[src/rtl/serial_adder_pkg.sv]
// serial_adder_pkg
//   Shared definitions for the bit-serial adder slice: FSM state encoding
//   (legacy two-bit constants) and the default operand width.
//   Optional feature macro: SERIAL_ADDER_OVF_EN (signed overflow flag).
package serial_adder_pkg;

    typedef logic [1:0] state_t;

    localparam state_t IDLE = 2'd0;
    localparam state_t RUN  = 2'd1;
    localparam state_t DONE = 2'd2;

    localparam int unsigned WIDTH_DEFAULT = 8;

endpackage

[src/rtl/serial_adder_ctrl_if.sv]
// serial_adder_ctrl_if
//   Operand/result handshake bundle for serial_adder_ctrl.
//   Signals:
//     in_valid/in_ready   operand pair handshake (a, b, cin)
//     out_valid/out_ready result handshake (sum, cout, ovf)
//     busy                controller is shifting bits
//   Modports: master = operand producer / result consumer, slave = controller.
interface serial_adder_ctrl_if
    import serial_adder_pkg::*;
#(
    parameter int unsigned WIDTH = WIDTH_DEFAULT
);
    logic             in_valid;
    logic             in_ready;
    logic [WIDTH-1:0] a;
    logic [WIDTH-1:0] b;
    logic             cin;
    logic             out_valid;
    logic             out_ready;
    logic [WIDTH-1:0] sum;
    logic             cout;
    logic             ovf;
    logic             busy;

    modport master (
        output in_valid, a, b, cin, out_ready,
        input  in_ready, out_valid, sum, cout, ovf, busy
    );

    modport slave (
        input  in_valid, a, b, cin, out_ready,
        output in_ready, out_valid, sum, cout, ovf, busy
    );

endinterface

[src/rtl/serial_adder_ctrl_bit_full_adder.sv]
// half_adder / bit_full_adder
//   One-bit full-adder slice used by serial_adder_ctrl, built from two
//   half adders and an OR of their carries.
//   half_adder ports:     x, y -> s (sum), c (carry)
//   bit_full_adder ports: a, b, ci -> s (sum), co (carry out)
module half_adder (
    input  logic x,
    input  logic y,
    output logic s,
    output logic c
);
    assign s = x ^ y;
    assign c = x & y;
endmodule

module bit_full_adder (
    input  logic a,
    input  logic b,
    input  logic ci,
    output logic s,
    output logic co
);
    logic s1;
    logic c1;
    logic c2;

    half_adder u_ha0 (.x(a),  .y(b),  .s(s1), .c(c1));
    half_adder u_ha1 (.x(s1), .y(ci), .s(s),  .c(c2));

    assign co = c1 | c2;
endmodule

[src/rtl/serial_adder_ctrl.sv]
// serial_adder_ctrl
//   Bit-serial adder: {cout,sum} = a + b + cin, LSB first, one bit per clock
//   through a single bit_full_adder slice.
//   Ports:
//     clk  - rising-edge clock
//     rst  - synchronous, active-high reset
//     bus  - serial_adder_ctrl_if.slave (in_valid/in_ready, a, b, cin,
//            out_valid/out_ready, sum, cout, ovf, busy)
//   Optional macro SERIAL_ADDER_OVF_EN: when defined, ovf is the signed
//   overflow of the addition; otherwise ovf is tied low.
module serial_adder_ctrl
    import serial_adder_pkg::*;
#(
    parameter int unsigned WIDTH = WIDTH_DEFAULT
) (
    input  logic                clk,
    input  logic                rst,
    serial_adder_ctrl_if.slave  bus
);

    localparam int unsigned    CW       = $clog2(WIDTH + 1);
    localparam logic [CW-1:0]  LAST_BIT = CW'(WIDTH - 1);
    localparam logic [CW-1:0]  DONE_CNT = CW'(WIDTH);

    state_t           state;
    logic [CW-1:0]    cnt;
    logic             carry;
    logic [WIDTH-1:0] a_sh;
    logic [WIDTH-1:0] b_sh;
    logic [WIDTH-1:0] res_sh;
    logic [WIDTH-1:0] sum_q;
    logic             cout_q;
    logic             fa_s;
    logic             fa_co;

    bit_full_adder u_fa (
        .a  (a_sh[0]),
        .b  (b_sh[0]),
        .ci (carry),
        .s  (fa_s),
        .co (fa_co)
    );

    // RUN lasts WIDTH+1 cycles: counts 0..WIDTH-1 each add one bit, the
    // count==WIDTH cycle publishes the result, so out_valid rises WIDTH+1
    // cycles after the accepting edge and the counter stops without wrapping.
    // Results live in separate output registers so sum/cout hold their last
    // values while a new operation is shifting.
    always_ff @(posedge clk) begin
        if (rst) begin
            state  <= IDLE;
            cnt    <= '0;
            carry  <= 1'b0;
            a_sh   <= '0;
            b_sh   <= '0;
            res_sh <= '0;
            sum_q  <= '0;
            cout_q <= 1'b0;
        end else begin
            case (state)
                IDLE: begin
                    if (bus.in_valid) begin
                        a_sh  <= bus.a;
                        b_sh  <= bus.b;
                        carry <= bus.cin;
                        cnt   <= '0;
                        state <= RUN;
                    end
                end
                RUN: begin
                    if (cnt == DONE_CNT) begin
                        sum_q  <= res_sh;
                        cout_q <= carry;
                        state  <= DONE;
                    end else begin
                        res_sh <= {fa_s, res_sh[WIDTH-1:1]};
                        a_sh   <= a_sh >> 1;
                        b_sh   <= b_sh >> 1;
                        carry  <= fa_co;
                        cnt    <= cnt + CW'(1);
                    end
                end
                DONE: begin
                    if (bus.out_ready) begin
                        state <= IDLE;
                    end
                end
                default: state <= IDLE;
            endcase
        end
    end

`ifdef SERIAL_ADDER_OVF_EN
    // Carry into the MSB is the carry register while the MSB is being added;
    // it is compared with the final carry when the result is published.
    logic msb_cin;
    logic ovf_q;

    always_ff @(posedge clk) begin
        if (rst) begin
            msb_cin <= 1'b0;
            ovf_q   <= 1'b0;
        end else if (state == RUN) begin
            if (cnt == LAST_BIT) begin
                msb_cin <= carry;
            end
            if (cnt == DONE_CNT) begin
                ovf_q <= msb_cin ^ carry;
            end
        end
    end

    assign bus.ovf = ovf_q;
`else
    assign bus.ovf = 1'b0;
`endif

    assign bus.in_ready  = (state == IDLE);
    assign bus.busy      = (state == RUN);
    assign bus.out_valid = (state == DONE);
    assign bus.sum       = sum_q;
    assign bus.cout      = cout_q;

endmodule

[src/flat_wrapper.sv]
// flat-port wrapper written by rule: the top's interface ports become plain ports
module serial_adder_ctrl_flat import serial_adder_pkg::*;
#(
    parameter int unsigned WIDTH = WIDTH_DEFAULT
)
  (clk, rst, bus_in_valid, bus_a, bus_b, bus_cin, bus_out_ready, bus_in_ready, bus_out_valid, bus_sum, bus_cout, bus_ovf, bus_busy);
  serial_adder_ctrl_if #(.WIDTH(WIDTH)) bus_i ();
  input  logic clk;
  input  logic rst;
  input wire logic [$bits(bus_i.in_valid)-1:0] bus_in_valid;
  input wire logic [$bits(bus_i.a)-1:0] bus_a;
  input wire logic [$bits(bus_i.b)-1:0] bus_b;
  input wire logic [$bits(bus_i.cin)-1:0] bus_cin;
  input wire logic [$bits(bus_i.out_ready)-1:0] bus_out_ready;
  output wire logic [$bits(bus_i.in_ready)-1:0] bus_in_ready;
  output wire logic [$bits(bus_i.out_valid)-1:0] bus_out_valid;
  output wire logic [$bits(bus_i.sum)-1:0] bus_sum;
  output wire logic [$bits(bus_i.cout)-1:0] bus_cout;
  output wire logic [$bits(bus_i.ovf)-1:0] bus_ovf;
  output wire logic [$bits(bus_i.busy)-1:0] bus_busy;
  assign bus_i.in_valid = bus_in_valid;
  assign bus_i.a = bus_a;
  assign bus_i.b = bus_b;
  assign bus_i.cin = bus_cin;
  assign bus_i.out_ready = bus_out_ready;
  assign bus_in_ready = bus_i.in_ready;
  assign bus_out_valid = bus_i.out_valid;
  assign bus_sum = bus_i.sum;
  assign bus_cout = bus_i.cout;
  assign bus_ovf = bus_i.ovf;
  assign bus_busy = bus_i.busy;
  serial_adder_ctrl #(.WIDTH(WIDTH)) u_core (.clk(clk), .rst(rst), .bus(bus_i));
endmodule
[config.mk]
export PLATFORM = sky130hd
export DESIGN_NAME = serial_adder_ctrl_flat
export DESIGN_NICKNAME = d
export VERILOG_FILES = /design/src/rtl/serial_adder_pkg.sv /design/src/rtl/serial_adder_ctrl_if.sv /design/src/rtl/serial_adder_ctrl_bit_full_adder.sv /design/src/rtl/serial_adder_ctrl.sv /design/src/flat_wrapper.sv
export SDC_FILE = /design/constraint.sdc
export NUM_CORES = 1
export LEC_CHECK = 0
export ABC_CLOCK_PERIOD_IN_PS = 1900
export BUFFER_PORTS_ARGS = -buffer_cell sky130_fd_sc_hd__buf_2
export CAP_MARGIN = 0
export CORE_ASPECT_RATIO = 1.25
export CORE_UTILIZATION = 54
export DETAILED_ROUTE_END_ITERATION = 8
export PLACE_DENSITY_LB_ADDON = 0.15
export SKIP_CTS_REPAIR_TIMING = 1
export SLEW_MARGIN = 10
export SYNTH_ARGS = -nofsm -noshare
export SYNTH_HDL_FRONTEND = slang
export SYNTH_SLANG_ARGS = --single-unit
[constraint.sdc]
create_clock -name clk -period 1.9 [get_ports clk]
set_input_delay 0.285 -clock clk [delete_from_list [all_inputs] [get_ports clk]]
set_output_delay 0.285 -clock clk [all_outputs]
set_load 0.01 [all_outputs]
==> impl_metrics.ini <==
[status]
outcome = completed

[floorplan]
ios = 34
dieArea_um2 = 3731
die_w_um = 54.84
core-area_um2 = 3281
start_util_pct = 57.44
die_h_um = 68.05
row_count = 23

[run]
drv_cap = 0

[placed_design]
pre_cts_ws_ns = 0.3165
io_buffers = 32
routabilityCongestion = 0.8316
placed_cells_incl_taps = 269
dp_hpwl_um = 2681

[power_and_ir_drop]
powerDensity_nw_per_um2 = 804.7
vdd_ir_drop_max_mv = 0.6360
leakage_uw = 0.0008097
p_total_uw = 1682

[cts]
cts_root_buffer = clkbuf_8
clkTransAtPathRegs_ns = 0.07
cts.sinks = 40
numCtsBuffers = 5
cts_tree = done
cts_buffer_depth = 2
htree_levels = 2
clock_latency_ns = 0.29

[route]
first_pass_iters = 4
avgViaCountPerCell = 5.845
totalWireLength_um = 3914
drtIter0Drc = 67
drc = 0
vias = 1619
final_antenna_net_count = 0
wl_per_cell_um = 14.13

[worst_setup_path]
startpoint_type = flip-flop
worstPathCellList = nand2b_4 -> inv_4 -> buf_2
cp.required_ns = 1.62
r2r-start = u_core.cnt[0]
crit_start = u_core.state[0]
cp_top_family = buffers and inverters
rr_worst_depth = 6
crit_slowest_cell = dfxtp_2
crit_path_end_kind = output pin
cp_max_fo = 36
path_buf_inv = 2
critical_path_class = flip-flop to output pin
r2r_end = u_core.res_sh[5]
rrSetupSlack_ns = 0.30
slowest_delay_ns = 0.46
arrival_ns = 1.43

[yosys]
synth_top_area_share_pct = 42.50
synth_nets = 238
avgSynthCellArea_um2 = 8.805
synth-main-ff-cell = dfxtp_1
ys_warn_count = 0
ys_top_cells_by_area = dfxtp_1 (42%), a21oi_1 (10%), a311oi_2 (8.0%), nand2_1 (6.4%), o21ai_0 (5.8%)
syn_area_um2 = 1884
ys_seq_area_share_pct = 42.50
netlist_instances = 214
synth_edf_count = 0
synth_cell_types = 36
synth-seq-cells = 40
async_flop_share_pct = 0
synth_top_cell_by_area = dfxtp_1

[timing]
fin_skew_ns = 0.002387
slew_viol_final = 0
setup_viol = 0
setup_slack_ns = 0.1842
tns_ns = 0
fin_crit_ns = 1.716
final-hold-violation-count = 0
max_freq_ghz = 0.5828
rsz0062_at_grt = no
fin_crit_sh_pct = 90.31

[final_layout]
n_fill_cell = 307
multi_input_area_um2 = 923.4
final_cell_mix = dfxtp_1 (39), a21oi_1 (38), nand2_1 (32), buf_2 (32), o21ai_0 (22)
antenna_cells = 0
regArea_um2 = 802.0
layout_commonest_cell = dfxtp_1
area_growth_pct = 10.96
layout-drive-gt1-share_pct = 26.67
num-nets-final = 263
fin_cells = 277

[global_routing]
track_usage_pct = 23.21
grt_max_degree = 37
antenna_found_initial = 0
grt_pass1_vias = 1402
grt_first_pass_wirelength_um = 6203
globalRouteOverflowTotal = 0

[min_path]
worstHoldEndpoint = u_core.a_sh[2]
hp-start = bus_a[2]
min_delay_path_depth = 3
hold_class = primary input to flip-flop
stage by stage:
stage | hold slack (ns) | util (%) | instance area [um2]
6_report | 0.2562 | 63.73 | 2091
5_1_grt | 0.2566 | 63.73 | 2091
4_1_cts | 0.2509 | 63.69 | 2090
3_5_place_dp | 0.4643 | 60.87 | 1997
3_3_place_gp | 0.4479 | 60.87 | 1997
2_1_floorplan | 0.4369 | - | 1884
layout make-up:
| type | instances | area share (%) |
|---|---|---|
| well taps | 37 | 2.214 |
| flip-flops and latches | 40 | 38.36 |
| multi-input cells | 150 | 44.17 |
| inverters | 3 | 0.6583 |
| clock inverters | 2 | 0.4788 |
| repair buffers | 39 | 10.17 |
| clock buffers | 6 | 3.950 |
where the power goes:
| part | total (uW) | switching [uW] | internal, uW |
|---|---|---|---|
| clock network | 582 | 292 | 290 |
| registers | 906 | 29.5 | 876 |
| logic | 195 | 116 | 79.4 |
worst register-to-register path, cell delays in order, from the launching register on:
cell and delay, ns:
dfxtp_1 0.43, inv_1 0.07, ha_1 0.27, and3b_1 0.27, buf_4 0.20, o21ai_0 0.17
a21oi_1 0.09
kinds of logic after synthesis:
group                      share of synthesized area (%)
other                                             0.1990
DFF                                                42.50
AOI/OAI and AO/OA                                  28.09
adders and majority gates                          2.390
buffers and inverters                              8.499
and+or+nand+nor                                    18.33
synth_stat cells, types with 2 or more instances:
master,n
dfxtp_1,40
a21oi_1,38
nand2_1,32
o21ai_0,22
nand3_1,21
a311oi_2,10
buf_4,6
a311oi_1,5
buf_2,5
buf_6,5
clkbuf_1,3
ha_1,2
inv_1,2
registers in the layout (all words and copies together), names as in the netlist:
name             flops
u_core.a_sh          8
u_core.b_sh          8
u_core.bus.cout      1
u_core.bus.sum       8
u_core.carry         1
u_core.cnt           4
u_core.res_sh        8
u_core.state         2
how the worst max path moves through the flow:
| stage | to | slack [ns] | depth (start not counted) |
|---|---|---|---|
| after floorplan | u_core.b_sh[2] | 0.51 | 6 |
| after global placement | u_core.b_sh[0] | 0.40 | 5 |
| after detailed placement | u_core.b_sh[0] | 0.32 | 5 |
| after CTS | bus_busy | 0.02 | 3 |
| after global routing | bus_busy | 0.08 | 3 |
| final | bus_busy | 0.18 | 3 |
routing by layer:
metal	wire, um	vias to the layer above	track usage, %
met5	0	-	0
met4	43	0	6.731
met3	128	5	6.667
met2	1985	32	40.06
met1	1756	767	27.01
li1	-	815	-
Note: power is estimated with default switching activity, not from simulation.
